==> config.mk <==
export PLATFORM = sky130hd
export DESIGN_NAME = sram
export DESIGN_NICKNAME = d
export VERILOG_FILES = /design/src/rtl/sram_pkg.sv /design/src/rtl/sram_clear_ctrl.sv /design/src/rtl/sram.sv
export SDC_FILE = /design/constraint.sdc
export NUM_CORES = 2
export LEC_CHECK = 0
export CAP_MARGIN = 15
export CORE_MARGIN = 4
export CORE_UTILIZATION = 40
export DETAILED_ROUTE_END_ITERATION = 8
export PLACE_DENSITY = 0.62
export SLEW_MARGIN = 20
export SYNTH_ARGS = -nofsm -noshare
export SYNTH_HDL_FRONTEND = slang
export SYNTH_SLANG_ARGS = --single-unit
==> constraint.sdc <==
create_clock -name clk -period 2.55 [get_ports clk]
set_input_delay 0.51 -clock clk [delete_from_list [all_inputs] [get_ports clk]]
set_output_delay 0.51 -clock clk [all_outputs]
set_load 0.005 [all_outputs]
==> src/rtl/sram_pkg.sv <==
// Shared defaults, clear-FSM state type and small helpers for the sram block.
// The clear sweep is compiled in only when SRAM_CLEAR_EN is defined.
package sram_pkg;

  localparam int SRAM_DATA_W = 8;
  localparam int SRAM_ADDR_W = 8;

  typedef enum logic {
    CLEAR = 1'b0,
    READY = 1'b1
  } clr_state_e;

  // rd is active-low; a read only happens while the chip is selected.
  function automatic logic rd_active(input logic cs, input logic rd);
    return cs & ~rd;
  endfunction

endpackage

==> src/rtl/sram_clear_ctrl.sv <==
// Post-reset clear sweep: writes zero to every word, one per clock, then
// releases the array to the host. Used only in SRAM_CLEAR_EN builds.
module sram_clear_ctrl
  import sram_pkg::*;
#(
  parameter int ADDR_W = SRAM_ADDR_W
) (
  input  logic              clk,
  input  logic              rst_n,
  output logic              busy,
  output logic              clr_we,
  output logic [ADDR_W-1:0] clr_addr
);

  localparam logic [ADDR_W-1:0] CNT_ONE  = {{(ADDR_W-1){1'b0}}, 1'b1};
  localparam logic [ADDR_W-1:0] CNT_LAST = {ADDR_W{1'b1}};

  clr_state_e        state_r;
  logic [ADDR_W-1:0] cnt_r;
  logic              busy_r;

  // Sweep FSM: reset always restarts the sweep from word 0.
  always_ff @(posedge clk or negedge rst_n) begin
    if (!rst_n) begin
      state_r <= CLEAR;
      cnt_r   <= {ADDR_W{1'b0}};
      busy_r  <= 1'b1;
    end else begin
      case (state_r)
        CLEAR: begin
          if (cnt_r == CNT_LAST) begin
            state_r <= READY;
            cnt_r   <= {ADDR_W{1'b0}};
            busy_r  <= 1'b0;
          end else begin
            cnt_r <= cnt_r + CNT_ONE;
          end
        end
        READY: begin
          state_r <= READY;
          busy_r  <= 1'b0;
        end
        default: begin
          state_r <= CLEAR;
          cnt_r   <= {ADDR_W{1'b0}};
          busy_r  <= 1'b1;
        end
      endcase
    end
  end

  assign busy     = busy_r;
  assign clr_we   = (state_r == CLEAR);
  assign clr_addr = cnt_r;

endmodule

==> src/rtl/sram.sv <==
// Single-port synchronous RAM, registered read data, read-before-write.
// Define SRAM_CLEAR_EN to add the post-reset zero sweep and the busy port.
module sram
  import sram_pkg::*;
#(
  parameter int DATA_W = SRAM_DATA_W,
  parameter int ADDR_W = SRAM_ADDR_W,
  parameter int DEPTH  = 32'd1 << ADDR_W
) (
  input  logic              clk,
  input  logic              rst_n,
  output logic [DATA_W-1:0] dout,
  input  logic [DATA_W-1:0] din,
  input  logic [ADDR_W-1:0] addr,
  input  logic              wr,
  input  logic              rd,
  input  logic              cs
`ifdef SRAM_CLEAR_EN
  ,
  output logic              busy
`endif
);

  logic [DATA_W-1:0] mem_r [DEPTH];
  logic [DATA_W-1:0] dout_r;
  logic              we_s;
  logic              re_s;
  logic [ADDR_W-1:0] waddr_s;
  logic [DATA_W-1:0] wdata_s;

`ifdef SRAM_CLEAR_EN
  logic              clr_we_s;
  logic [ADDR_W-1:0] clr_addr_s;

  sram_clear_ctrl #(
    .ADDR_W (ADDR_W)
  ) u_clear_ctrl (
    .clk      (clk),
    .rst_n    (rst_n),
    .busy     (busy),
    .clr_we   (clr_we_s),
    .clr_addr (clr_addr_s)
  );

  // While sweeping, the clear port owns the array and host reads are blocked.
  always_comb begin
    we_s    = 1'b0;
    re_s    = 1'b0;
    waddr_s = addr;
    wdata_s = din;
    if (clr_we_s) begin
      we_s    = 1'b1;
      waddr_s = clr_addr_s;
      wdata_s = {DATA_W{1'b0}};
    end else begin
      we_s = cs & wr;
      re_s = rd_active(cs, rd);
    end
  end
`else
  // Host port drives the array directly.
  always_comb begin
    we_s    = cs & wr;
    re_s    = rd_active(cs, rd);
    waddr_s = addr;
    wdata_s = din;
  end
`endif

  // Array: a write coinciding with reset is dropped, contents otherwise kept.
  always_ff @(posedge clk) begin
    if (rst_n && we_s) begin
      mem_r[waddr_s] <= wdata_s;
    end
  end

  // Read register samples the old word, giving read-before-write.
  always_ff @(posedge clk or negedge rst_n) begin
    if (!rst_n) begin
      dout_r <= {DATA_W{1'b0}};
    end else if (re_s) begin
      dout_r <= mem_r[addr];
    end
  end

  assign dout = dout_r;

endmodule

# Word level (Yosys, flattened, before mapping)
# Memory sizes are Yosys's and may differ from the RTL's. A register that Yosys moved wholly into a read port is not among the register bits.
# Cells that the tools add are included.
[word_totals]
reg_bits = 0
mem_bits_rw = 2048
in_bits = 21
out_inout_bits = 8
word_cells = 8
memories = 1
[classes]
mux = 2
bitwise_logic = 3
n_reduce_logical = 2
[mem_list]
columns = ["name", "words", "word_bits", "read_ports", "rd_clocked_by_memory_dff", "write_ports", "line_no", "rtl"]
rows = [
  ["mem_r", 256, 8, 1, 1, 1, "sram.sv:24", "logic [DATA_W-1:0] mem_r [DEPTH];"],
]
[ops]
columns = ["operator", "n"]
rows = [
  ["1-bit AND", 2],
  ["1-bit two-way mux", 2],
  ["1-bit logical AND", 1],
  ["1-bit logical NOT", 1],
  ["1-bit NOT", 1],
]

# Longest topological paths before layout
[logic_depth]
depth_word = 4
depth_mapped = 13
ltp_nobuf = 7

# Least setup slack after synthesis
# OpenSTA, ideal clock, no wires.
[synth_path]
path_type = "input -> register"
startpoint = "in addr[1]"
endpoint = "mem mem_r[144][0] (netlist name) (enable)"
setup_time_ps = 383
t_arrival_ps = 2631
t_required_ps = 2167
slack_ps = -465
stages = 9
cell_sequence = "buf_2 -> buf_6 -> buf_4 -> buf_2 -> buf_2 -> buf_2 -> or2_2 -> clkbuf_1 -> nor3_1"
[synth_lines]
columns = ["item", "line_no", "rtl"]
rows = [
  ["start: declaration", "sram.sv:14", "input logic [ADDR_W-1:0] addr,"],
  ["end: declaration", "sram.sv:24", ""],
]
# Straight into the memory's write port.

==> impl_metrics.csv <==
group,metric,value,unit
synthesis,synth.avg_cell_area,21.0,sq um
timing,post-route-min-period,2510,ps
timing,slew_headroom,42.0,%
synthesis,synth_cell_types,62,
floorplanning,dieArea,0.208,sq mm
critical_path,cp-end-kind,"flop",
synthesis,syn_inst,3819,
timing,worst_pin_slew,848,ps
cts,clock-sinks,2056,
grt,grt_max_degree,80,
synthesis,synth-simple-area-share,3.18,%
run_status,outcome,"complete, no violations",
floorplanning,rows,164,
timing,setup_viol_count_final,0,
grt,grt_usage,21.4,%
critical_path,worstPathMaxFanout,23,
drt,route.antenna.remaining_nets,0,
worst_hold_path,hp-start,"din[2]",
floorplanning,io_pins,29,
synthesis,ys_ff_latch,2056,
critical_path,timing.rr.start,"mem_r[253][4]",
final_layout,drive_gt1_share,38.9,%
timing,layout_setup_ws,36.0,ps
power,p_leak,33.1,nW
critical_path,crit_start,"addr[0]",
floorplanning,chipHeight,456,um
synthesis,synth_fa_ha_area_share,0,%
synthesis,syn_nets,3840,
final_layout,final_cells,7565,
placement,place_inst,7174,
drt,drt_wl_total,225,mm
timing,hold_violations,0,
drt,vias_per_cell,5.71,
drt,firstDrtPassIters,8,
critical_path,crit_type,"in -> reg",
synthesis,synth_compound_area_share,2.31,%
cts,post_cts_buffers,0,
critical_path,crit_top_cell,"buf_12",
synthesis,synthTopCellsByArea,"edfxtp_1, mux4_2, mux2i_1",
final_layout,area_delta_synth_final,25.5,%
cts,cts_root_buffer,"clkbuf_16",
synthesis,ys.flop_type,"edfxtp_1",
critical_path,startpoint_type,"primary input",
placement,portBuffers,28,
synthesis,synth_xor_area_share,0,%
timing,final.period_utilization,98.6,%
synthesis,synthMuxAreaShare,15.9,%
floorplanning,dieWidth,456,um
synthesis,netlist_area,0.0801,sq mm
cts,cts_tree,"yes",
critical_path,cp_cell_sequence,"buf_12 -> buf_12 -> buf_12 -> buf_12 -> mux4_2 -> nor2_1 -> nor2_1 -> o21ai_1 -> a2111oi_0 -> o41ai_1 -> a31oi_1",
cts,clkLatencyLatePin,850,ps
synthesis,yosys.area.top_type,"edfxtp_1",
timing,fin_skew,45.6,ps
cts,path_clk_slew,70,ps
final_layout,nFillCells,15800,
drt,num_vias,43200,
floorplanning,core-area,0.199,sq mm
job,drv_cap,0,
critical_path,cp_data_required_time,3260,ps
critical_path,cpMaxStageDelayCell,"o41ai_1",
timing,fmax,398,MHz
critical_path,arrival,3230,ps
synthesis,ys_seq_area_share,77.0,%
power,vdd.ir_drop.worst,0.663,mV
placement,hpwl,151,mm
power,p_per_area,711,mW/mm^2
grt,grt_pass1_wl,323,mm
timing,drv_slew,0,
synthesis,synth_top_family_by_area,"multiplexers",
critical_path,max_stage_delay,540,ps
synthesis,synth_edf_count,2048,
critical_path,path_buf_inv,4,
final_layout,final_common_cell,"edfxtp_1",
drt,detailedRoute.firstIterationViolations,5217,
drt,route.detailed.drc,0,
final_layout,layout_common_cells,"edfxtp_1, buf_4, mux4_2",
grt,grt_pass1_vias,43300,
synthesis,ys_warn_count,0,
synthesis,async_flop_share,0.389,%
placement,gp_congestion,0.887,
critical_path,cp_top_family,"compound AO/OA/AOI/OAI gates",
grt,antenna_found_initial,6,
floorplanning,initial_utilization,40.2,%
cts,htree_levels,4,
synthesis,synth_top_area_share,76.8,%
grt,grt-ovfl-total,0,
timing,rsz0062_at_grt,"false",
final_layout,nets,4752,
timing,tns,0,ps
worst_hold_path,hold_path.class,"in -> reg",
drt,routedWlPerCell,29.7,um
placement,place_ws,-1100,ps
cts,numCtsBuffers,209,
cts,clockBufferDepth,3,
==> metal layers <==
| metal | vias up | wire length [um] | track usage (%) |
|---|---|---|---|
| met4 | 4 | 6210 | 5.82 |
| met1 | 23000 | 91300 | 30.3 |
| met5 | - | 23 | 0 |
| met3 | 352 | 19500 | 4.19 |
| li1 | 17800 | - | - |
| met2 | 2024 | 108000 | 34.2 |
==> what timing repair did <==
action,in CTS,in global routing
endpoints found under the hold margin,24,0
setup endpoints to repair,5,5
hold buffers,2,0
pin swaps,1,2
resized for setup,8,8
==> sequential cells by signal, indices dropped and copies added (netlist names) <==
register,flops
dout,8
mem_r,2048
==> synthesized netlist by cell type, drive strengths merged, types with 8 or more instances <==
| master | n |
|---|---|
| a221oi | 10 |
| inv | 8 |
| nor2b | 19 |
| a21oi | 21 |
| a31oi | 17 |
| nand4 | 14 |
| a32oi | 31 |
| nand3 | 39 |
| a22oi | 36 |
| mux2i | 182 |
| o22ai | 15 |
| buf | 132 |
| nor2 | 266 |
| nor3 | 50 |
| edfxtp | 2048 |
| a211oi | 15 |
| clkbuf | 102 |
| mux2 | 10 |
| mux4 | 479 |
| o21ai | 45 |
| nand2b | 8 |
| a2111oi | 9 |
| dfrtp | 8 |
| nand2 | 163 |
| and3 | 12 |
==> worst paths after layout <==
| kind | to | slack (ps) | cells after the start |
|---|---|---|---|
| worst max register to register | dout[4] | 60 | 8 |
| worst min-delay path | mem_r[88][2] | 240 | 1 |
| max in group asynchronous | dout[4] | 1790 | 3 |
| worst max-delay path | dout[3] | 40 | 11 |
| min in group asynchronous | dout[3] | 570 | 3 |
| worst min register to register | dout[7] | 630 | 1 |
==> cells by family after synthesis <==
group                  after synthesis
buffers and inverters              242
AO/OA/AOI/OAI                      256
multiplexers                       671
AND/OR/NAND/NOR                    594
flip-flops                        2056
==> power breakdown <==
group | switching [W] | leakage, nW | internal [W]
sequential | 0.0000567 | 18.5 | 0.0372
combinational | 0.00257 | 11.3 | 0.00182
clock | 0.0131 | 3.29 | 0.0168
==> area by class of cell <==
class | count | area (sq um) | share of cell area (%)
Sequential cell | 2056 | 61700 | 61.3
Multi-Input combinational cell | 1521 | 18500 | 18.4
Timing Repair Buffer | 935 | 10200 | 10.2
Clock buffer | 247 | 5390 | 5.36
Tap cell | 2656 | 3320 | 3.30
Clock inverter | 139 | 1370 | 1.37
Inverter | 8 | 35.0 | 0.0348
Antenna cell | 3 | 7.51 | 0.00746
==> per-stage QoR <==
| step | power, W | instance area (sq um) | hold slack, ps | utilization, % |
|---|---|---|---|---|
| 2_1_floorplan | 0.0398 | 81600 | 214 | - |
| 3_3_place_gp | 0.0423 | 93700 | 636 | 47.0 |
| 3_5_place_dp | 0.0423 | 93700 | 630 | 47.0 |
| 4_1_cts | 0.0720 | 101000 | 181 | 50.4 |
| 5_1_grt | 0.0737 | 101000 | 212 | 50.4 |
| 6_report | 0.0715 | 101000 | 236 | 50.4 |
Power figures use the tool's default switching activity.
